### config.mk
export PLATFORM = sky130hd
export DESIGN_NAME = vec_alu_compute
export DESIGN_NICKNAME = d
export VERILOG_FILES = /design/src/rtl/vec_alu_pkg.sv /design/src/rtl/vec_alu_lane.sv /design/src/rtl/vec_alu_compute.sv
export SDC_FILE = /design/constraint.sdc
export NUM_CORES = 2
export LEC_CHECK = 0
export CAP_MARGIN = 20
export CORE_ASPECT_RATIO = 0.7
export CORE_MARGIN = 8
export CORE_UTILIZATION = 55
export CTS_CLUSTER_DIAMETER = 40
export CTS_CLUSTER_SIZE = 25
export DETAILED_ROUTE_END_ITERATION = 12
export MAX_ROUTING_LAYER = met4
export PLACE_DENSITY = 0.83
export SYNTH_ARGS = -nofsm -noshare
export SYNTH_HDL_FRONTEND = slang
export SYNTH_SLANG_ARGS = --single-unit
export TNS_END_PERCENT = 30
### constraint.sdc
create_clock -name clock -period 5.8 [get_ports clock]
set_input_delay 1.16 -clock clock [delete_from_list [all_inputs] [get_ports clock]]
set_output_delay 1.16 -clock clock [all_outputs]
set_load 0.02 [all_outputs]
### src/rtl/vec_alu_pkg.sv
// Shared types for the vector ALU engine: lane operations, controller states
// and the lane-count helper used to size the datapath.
package vec_alu_pkg;

  typedef enum logic [1:0] {
    ADD  = 2'd0,
    SUB  = 2'd1,
    SADD = 2'd2,
    MAX  = 2'd3
  } alu_mode_t;

  typedef enum logic [2:0] {
    IDLE,
    RD_A_REQ,
    RD_A_DATA,
    RD_B_REQ,
    RD_B_DATA,
    WR_REQ,
    WR_DATA,
    DONE
  } state_t;

  function automatic int lanes(input int dataBits, input int elemBits);
    return dataBits / elemBits;
  endfunction

endpackage

### src/rtl/vec_alu_lane.sv
// One unsigned element lane of the vector ALU; purely combinational.
module vec_alu_lane
  import vec_alu_pkg::*;
#(
  parameter int ELEM_BITS = 8
) (
  input  logic [ELEM_BITS-1:0] a,
  input  logic [ELEM_BITS-1:0] b,
  input  alu_mode_t            mode,
  output logic [ELEM_BITS-1:0] y
);

  logic [ELEM_BITS:0] sum;

  assign sum = {1'b0, a} + {1'b0, b};

  // The extra sum bit is the carry that saturating add clamps on.
  always_comb begin
    y = sum[ELEM_BITS-1:0];
    case (mode)
      ADD:  y = sum[ELEM_BITS-1:0];
      SUB:  y = a - b;
      SADD: y = sum[ELEM_BITS] ? {ELEM_BITS{1'b1}} : sum[ELEM_BITS-1:0];
      MAX:  y = (a > b) ? a : b;
      default: y = sum[ELEM_BITS-1:0];
    endcase
  end

endmodule

### src/rtl/vec_alu_compute.sv
// Burst-streaming vector ALU: reads A and B into a beat buffer, combines them
// lane-wise in place, writes the buffer back as C and reports the cycle count.
module vec_alu_compute
  import vec_alu_pkg::*;
#(
  parameter int MEM_LEN_BITS   = 8,
  parameter int MEM_ADDR_BITS  = 32,
  parameter int MEM_DATA_BITS  = 64,
  parameter int HOST_DATA_BITS = 32,
  parameter int ELEM_BITS      = 8,
  parameter int MAX_BURST      = 16
) (
  input  logic                      clock,
  input  logic                      reset,
  input  logic                      launch,
  input  logic [1:0]                mode,
  input  logic [HOST_DATA_BITS-1:0] length,
  input  logic [HOST_DATA_BITS-1:0] a_addr,
  input  logic [HOST_DATA_BITS-1:0] b_addr,
  input  logic [HOST_DATA_BITS-1:0] c_addr,
  output logic                      finish,
  output logic                      event_counter_valid,
  output logic [HOST_DATA_BITS-1:0] event_counter_value,
  output logic                      mem_req_valid,
  output logic                      mem_req_opcode,
  output logic [MEM_LEN_BITS-1:0]   mem_req_len,
  output logic [MEM_ADDR_BITS-1:0]  mem_req_addr,
  output logic                      mem_wr_valid,
  output logic [MEM_DATA_BITS-1:0]  mem_wr_bits,
  input  logic                      mem_rd_valid,
  input  logic [MEM_DATA_BITS-1:0]  mem_rd_bits,
  output logic                      mem_rd_ready
);

  localparam int LANES      = lanes(MEM_DATA_BITS, ELEM_BITS);
  localparam int BEAT_BYTES = MEM_DATA_BITS / 8;
  localparam int IDX_W      = (MAX_BURST > 1) ? $clog2(MAX_BURST) : 1;
  localparam int CNT_W      = IDX_W + 1;

  state_t                    state_q;
  alu_mode_t                 mode_q;
  logic [HOST_DATA_BITS-1:0] rem_q;
  logic [MEM_ADDR_BITS-1:0]  aPtr_q, bPtr_q, cPtr_q;
  logic [CNT_W-1:0]          burst_q;
  logic [CNT_W-1:0]          idx_q;
  logic [HOST_DATA_BITS-1:0] cycles_q;
  logic                      launchPrev_q;
  logic                      reqValid_q, reqOpcode_q;
  logic [MEM_LEN_BITS-1:0]   reqLen_q;
  logic [MEM_ADDR_BITS-1:0]  reqAddr_q;
  logic                      wrValid_q, rdReady_q, finish_q, ecValid_q;
  logic [MEM_DATA_BITS-1:0]  wrBits_q;
  logic [MEM_DATA_BITS-1:0]  opBuf_q [2**IDX_W];

  logic                      launchRise, beatFire, lastBeat;
  logic [IDX_W-1:0]          bufIdx;
  logic [MEM_DATA_BITS-1:0]  bufRd, aluY;
  logic [MEM_ADDR_BITS-1:0]  step;
  logic [HOST_DATA_BITS-1:0] remAfter;
  logic [CNT_W-1:0]          firstBurst, nextBurst;

  function automatic logic [CNT_W-1:0] burstFor(input logic [HOST_DATA_BITS-1:0] r);
    return (r >= HOST_DATA_BITS'(MAX_BURST)) ? CNT_W'(MAX_BURST) : CNT_W'(r);
  endfunction

  assign launchRise = launch & ~launchPrev_q;
  assign beatFire   = mem_rd_valid & rdReady_q;
  assign lastBeat   = (idx_q == burst_q - CNT_W'(1));
  assign bufIdx     = idx_q[IDX_W-1:0];
  assign bufRd      = opBuf_q[bufIdx];
  assign step       = MEM_ADDR_BITS'(burst_q) * MEM_ADDR_BITS'(BEAT_BYTES);
  assign remAfter   = rem_q - HOST_DATA_BITS'(burst_q);
  assign firstBurst = burstFor(length);
  assign nextBurst  = burstFor(remAfter);

  for (genvar l = 0; l < LANES; l++) begin : g_lane
    vec_alu_lane #(.ELEM_BITS(ELEM_BITS)) u_lane (
      .a    (bufRd[l*ELEM_BITS +: ELEM_BITS]),
      .b    (mem_rd_bits[l*ELEM_BITS +: ELEM_BITS]),
      .mode (mode_q),
      .y    (aluY[l*ELEM_BITS +: ELEM_BITS])
    );
  end

  // The B pass overwrites each A beat with its result, so one buffer suffices.
  always_ff @(posedge clock) begin
    if (beatFire) begin
      opBuf_q[bufIdx] <= (state_q == RD_B_DATA) ? aluY : mem_rd_bits;
    end
  end

  always_ff @(posedge clock or negedge reset) begin
    if (!reset) begin
      state_q      <= IDLE;
      mode_q       <= ADD;
      rem_q        <= '0;
      aPtr_q       <= '0;
      bPtr_q       <= '0;
      cPtr_q       <= '0;
      burst_q      <= '0;
      idx_q        <= '0;
      cycles_q     <= '0;
      launchPrev_q <= 1'b0;
      reqValid_q   <= 1'b0;
      reqOpcode_q  <= 1'b0;
      reqLen_q     <= '0;
      reqAddr_q    <= '0;
      wrValid_q    <= 1'b0;
      wrBits_q     <= '0;
      rdReady_q    <= 1'b0;
      finish_q     <= 1'b0;
      ecValid_q    <= 1'b0;
    end else begin
      launchPrev_q <= launch;
      reqValid_q   <= 1'b0;
      finish_q     <= 1'b0;
      ecValid_q    <= 1'b0;
      // The counter always counts the cycle being entered, so it is seeded with 1.
      if (state_q != IDLE && state_q != DONE && cycles_q != '1) begin
        cycles_q <= cycles_q + HOST_DATA_BITS'(1);
      end
      case (state_q)
        IDLE: begin
          if (launchRise) begin
            mode_q   <= alu_mode_t'(mode);
            rem_q    <= length;
            aPtr_q   <= MEM_ADDR_BITS'(a_addr);
            bPtr_q   <= MEM_ADDR_BITS'(b_addr);
            cPtr_q   <= MEM_ADDR_BITS'(c_addr);
            cycles_q <= HOST_DATA_BITS'(1);
            if (length == '0) begin
              state_q   <= DONE;
              finish_q  <= 1'b1;
              ecValid_q <= 1'b1;
            end else begin
              state_q     <= RD_A_REQ;
              burst_q     <= firstBurst;
              reqValid_q  <= 1'b1;
              reqOpcode_q <= 1'b0;
              reqLen_q    <= MEM_LEN_BITS'(firstBurst - CNT_W'(1));
              reqAddr_q   <= MEM_ADDR_BITS'(a_addr);
            end
          end
        end
        RD_A_REQ, RD_B_REQ: begin
          state_q   <= (state_q == RD_A_REQ) ? RD_A_DATA : RD_B_DATA;
          rdReady_q <= 1'b1;
          idx_q     <= '0;
        end
        RD_A_DATA: begin
          if (beatFire) begin
            idx_q <= idx_q + CNT_W'(1);
            if (lastBeat) begin
              state_q     <= RD_B_REQ;
              rdReady_q   <= 1'b0;
              reqValid_q  <= 1'b1;
              reqOpcode_q <= 1'b0;
              reqAddr_q   <= bPtr_q;
            end
          end
        end
        RD_B_DATA: begin
          if (beatFire) begin
            idx_q <= idx_q + CNT_W'(1);
            if (lastBeat) begin
              state_q     <= WR_REQ;
              rdReady_q   <= 1'b0;
              reqValid_q  <= 1'b1;
              reqOpcode_q <= 1'b1;
              reqAddr_q   <= cPtr_q;
              idx_q       <= '0;
            end
          end
        end
        WR_REQ: begin
          state_q   <= WR_DATA;
          wrValid_q <= 1'b1;
          wrBits_q  <= bufRd;
          idx_q     <= CNT_W'(1);
        end
        WR_DATA: begin
          // idx_q runs one ahead of the beat currently on mem_wr_bits.
          if (idx_q == burst_q) begin
            wrValid_q <= 1'b0;
            aPtr_q    <= aPtr_q + step;
            bPtr_q    <= bPtr_q + step;
            cPtr_q    <= cPtr_q + step;
            rem_q     <= remAfter;
            if (remAfter != '0) begin
              state_q     <= RD_A_REQ;
              burst_q     <= nextBurst;
              reqValid_q  <= 1'b1;
              reqOpcode_q <= 1'b0;
              reqLen_q    <= MEM_LEN_BITS'(nextBurst - CNT_W'(1));
              reqAddr_q   <= aPtr_q + step;
            end else begin
              state_q   <= DONE;
              finish_q  <= 1'b1;
              ecValid_q <= 1'b1;
            end
          end else begin
            wrBits_q <= bufRd;
            idx_q    <= idx_q + CNT_W'(1);
          end
        end
        DONE: state_q <= IDLE;
        default: state_q <= IDLE;
      endcase
    end
  end

  assign finish              = finish_q;
  assign event_counter_valid = ecValid_q;
  assign event_counter_value = cycles_q;
  assign mem_req_valid       = reqValid_q;
  assign mem_req_opcode      = reqOpcode_q;
  assign mem_req_len         = reqLen_q;
  assign mem_req_addr        = reqAddr_q;
  assign mem_wr_valid        = wrValid_q;
  assign mem_wr_bits         = wrBits_q;
  assign mem_rd_ready        = rdReady_q;

endmodule

==> flow_summary.toml <==
[run_status]
status = "complete, no violations"

[floorplanning]
core_area_mm2 = 0.112
die_area_mm2 = 0.123
initial_utilization_pct = 55.1
num_rows = 103
die_h_um = 296
io_pins = 340
die_w_um = 416

[synth]
async_flop_share_pct = 21.7
netlist_instances = 4392
ys_seq_area_share_pct = 61.3
ys_types = 79
synth_top_area_share_pct = 49.8
synth_area_leader_cell = "edfxtp_1"
ys_warn_count = 0
ys_seq_elements = 1307
syn-cell-area_mm2 = 0.0618
synth_area_leaders = "edfxtp_1 (50%), mux4_2 (12%), dfrtp_1 (11%)"
ys.flop_type = "edfxtp_1"
synth_edf_count = 1024
synth_area_per_cell_um2 = 14.1
syn-num-nets = 4765

[critical_path]
arrival_ns = 6.15
slowest_stage = "dfrtp_4"
cp-end-kind = "flop"
cpMostUsedCell = "buf_4"
critPathLaunchType = "flop"
worstSetupStartpoint = "idx_q[1]$_DFFE_PN0P_"
worstPathCellList = "buf_12, buf_4, mux4_2, mux4_2, ha_1, inv_1, o21bai_1, a21oi_1, o21bai_1, a211oi_1, nor2_1, buf_4, o21a_1, o21ai_0, a31oi_1, buf_4"
cp.required_ns = 6.39
setup.worst_path.class = "reg -> reg"
rrSetupSlack_ns = 0.24
slowest_delay_ns = 0.73
r2r-start = "idx_q[1]$_DFFE_PN0P_"
worstPathMaxFanout = 46
cp-endpoint = "opBuf_q[4][39]$_DFFE_PP_"
reg2reg_depth = 16
reg2reg_to = "opBuf_q[4][39]$_DFFE_PP_"

[power_and_ir_drop]
peakVddDrop_mv = 0.299
powerDensity_mw_per_mm2 = 584
p_leak_nw = 25.4

[finish]
final_nets = 5176
syn_to_final_growth_pct = 17.3
layout-drive-gt1-share_pct = 17.5

[placement]
pre_cts_ws_ns = 0.327
gp_congestion = 0.987
io_buffers = 339
place_hpwl_um = 120000

[grt]
grt_usage_pct = 30.8
antenna_found_initial = 21
use_met1_pct = 40.3
use_met3_pct = 7.04
grt_max_degree = 196
grt_pass1_vias = 42627
busiest_layer = "met2"
gr-usage-met2_pct = 45.0
grt_pass1_wl_um = 278000
gr-total-overflow = 0

[cts]
cts_hold_buf = 0
cts_tree = "yes"
clk_pin_slew_ns = 0.06
clk_path_buf_depth = 3
clk_latency_ns = 0.76
htreeDepth = 4
root_buffer = "clkbuf_16"
cts.sinks = 1307
numCtsBuffers = 134

[timing]
fin_skew_ns = 0.0610
fmax_ghz = 0.180
rsz0062_at_grt = "false"
setup_violations = 0
max_slew_margin_pct = 21.6
slew_violations = 0
tightestPinTransition_ns = 1.17
post-route-period-util_pct = 95.9
finalSetupTns_ns = 0
setup_ws_ns = 0.236
fin_crit_ns = 5.56
hold_viol_final = 0

[detailed_routing]
dr.pass1.iters = 10
drt_iter0_drc = 6886
viasPerCell = 6.87
ant_nets = 0
drt-wirelength-per-cell_um = 29.8
drcViolationCount = 0
finalWirelength_um = 190000
vias = 43932

[min_path]
hp-class = "in -> async"

[job]
max_cap_violations = 0
-- cell families (layout without fill, tap and decap cells) --
kind of cell / count (synthesis) / after routing / share of synthesized area [%]
AOI/OAI and AO/OA: 1021 / 1021 / 10.3
xor gates and xnor gates: 126 / 126 / 1.79
adders and majority gates: 175 / 175 / 3.79
buffers and inverters: 420 / 933 / 2.60
DFF: 1307 / 1307 / 61.3
muxes: 413 / 413 / 13.3
other: 0 / 24 / 0
and+or+nand+nor: 930 / 930 / 6.95
-- cells in the mapped netlist (12+ instances only) --
master / number
a22oi_1: 13
xor2_1: 50
ha_1: 155
mux4_2: 320
nor2_1: 276
o32ai_1: 18
o21ai_0: 256
nor4_1: 19
nor3_1: 71
a21oi_1: 298
inv_1: 164
clkbuf_1: 182
mux2_2: 71
nand4_1: 43
o21a_1: 17
o22a_1: 19
mux2i_1: 19
o21bai_1: 45
nand3_1: 84
a31oi_1: 42
edfxtp_1: 1024
o31ai_1: 13
nand2_1: 279
fa_1: 20
buf_1: 57
and3_1: 30
a211oi_1: 24
a32oi_1: 12
or3_1: 18
nor2b_1: 28
o22ai_1: 85
and2_1: 32
dfrtp_1: 283
a221oi_1: 17
xnor2_1: 76
nand2b_1: 12
a21o_1: 49
-- stage by stage --
step	util [%]	hold WS (ns)	instance area (µm²)	total power, mW	cells
global placement	60.4	0.463	67700	31.9	6127
detailed placement	60.4	0.463	67700	32.6	6128
floorplan	-	0.446	61800	25.9	4392
global route	64.6	0.383	72400	43.9	6395
finish	64.6	0.365	72400	42.3	6399
CTS	64.5	0.341	72300	41.7	6366
-- cell type report --
cell class / count / area, µm²
antenna: 24 / 60.1
clock buffer: 154 / 3570
clock inverter: 84 / 960
fill: 7599 / 39700
inverter: 167 / 627
multi-input combinational: 2665 / 22400
sequential: 1307 / 37900
tap: 1470 / 1840
timing repair buffer: 528 / 5070
-- power breakdown --
part / switching, mW / internal [mW]
Sequential: 1.38 / 13.0
Combinational: 11.5 / 7.50
Clock: 3.99 / 4.94
-- worst min path at each step --
| stage | end | slack [ns] |
|---|---|---|
| after global placement | mem_req_addr[27]$_DFFE_PN0P_ | 0.46 |
| after floorplan | bPtr_q[1]$_DFFE_PN0P_ | 0.45 |
| after detailed placement | cPtr_q[2]$_DFFE_PN0P_ | 0.46 |
| after CTS | rem_q[25]$_DFFE_PN0P_ | 0.34 |
| after global routing | rem_q[23]$_DFFE_PN0P_ | 0.38 |
| final | rem_q[25]$_DFFE_PN0P_ | 0.36 |
-- per-layer routing --
layer	routed length, µm	share of wire, %	vias to the layer above
met4	12200	6.4	0
met2	86000	45	3496
li1	-	-	17912
met5	0	0	-
met3	22300	12	806
met1	70000	37	21718
-- registers in the layout, indices dropped and copies added, names as in the netlist --
register,cells
mode_q,2
event_counter_valid,1
state_q,3
mem_rd_ready,1
launchPrev_q,1
idx_q,5
aPtr_q,32
mem_req_opcode,1
bPtr_q,32
mem_req_valid,1
mem_req_addr,32
rem_q,32
cPtr_q,32
burst_q,5
opBuf_q,1024
mem_wr_bits,64
event_counter_value,32
mem_req_len,6
mem_wr_valid,1
-- critical path, delay by kind of cell (launching register included) --
family,cells,cell delay (ns)
AO/OA/AOI/OAI,7,1.37
buffers and inverters,5,1.36
multiplexers,2,0.95
flip-flops,1,0.73
adder cells (fa/ha/maj),1,0.47
AND/OR/NAND/NOR,1,0.45
-- repair_timing --
item	in CTS	in global routing
setup endpoints to repair	0	80
setup buffers	0	4
resized for setup	0	1
-- cell usage in the layout, fill, tap and decap left out, drive strengths merged, types with 12 or more instances in the layout --
cell,count
dfrtp,283
ha,155
edfxtp,1024
a31oi,42
clkinv,39
nor4,20
a22oi,13
inv,196
and3,30
o22ai,85
diode,24
nand3,84
and2,35
a32oi,12
clkbuf,154
mux4,320
o21bai,45
buf,190
o31ai,13
nor2,276
o22a,19
a21oi,299
xnor2,76
nand4,43
clkdlybuf4s50,338
mux2i,19
o21ai,259
xor2,50
mux2,74
nor3,71
fa,20
nand2,279
or3,18
a211oi,25
o21a,17
nor2b,28
a21o,49
a221oi,17
o32ai,18
nand2b,12
(Power assumes the default switching activity.)
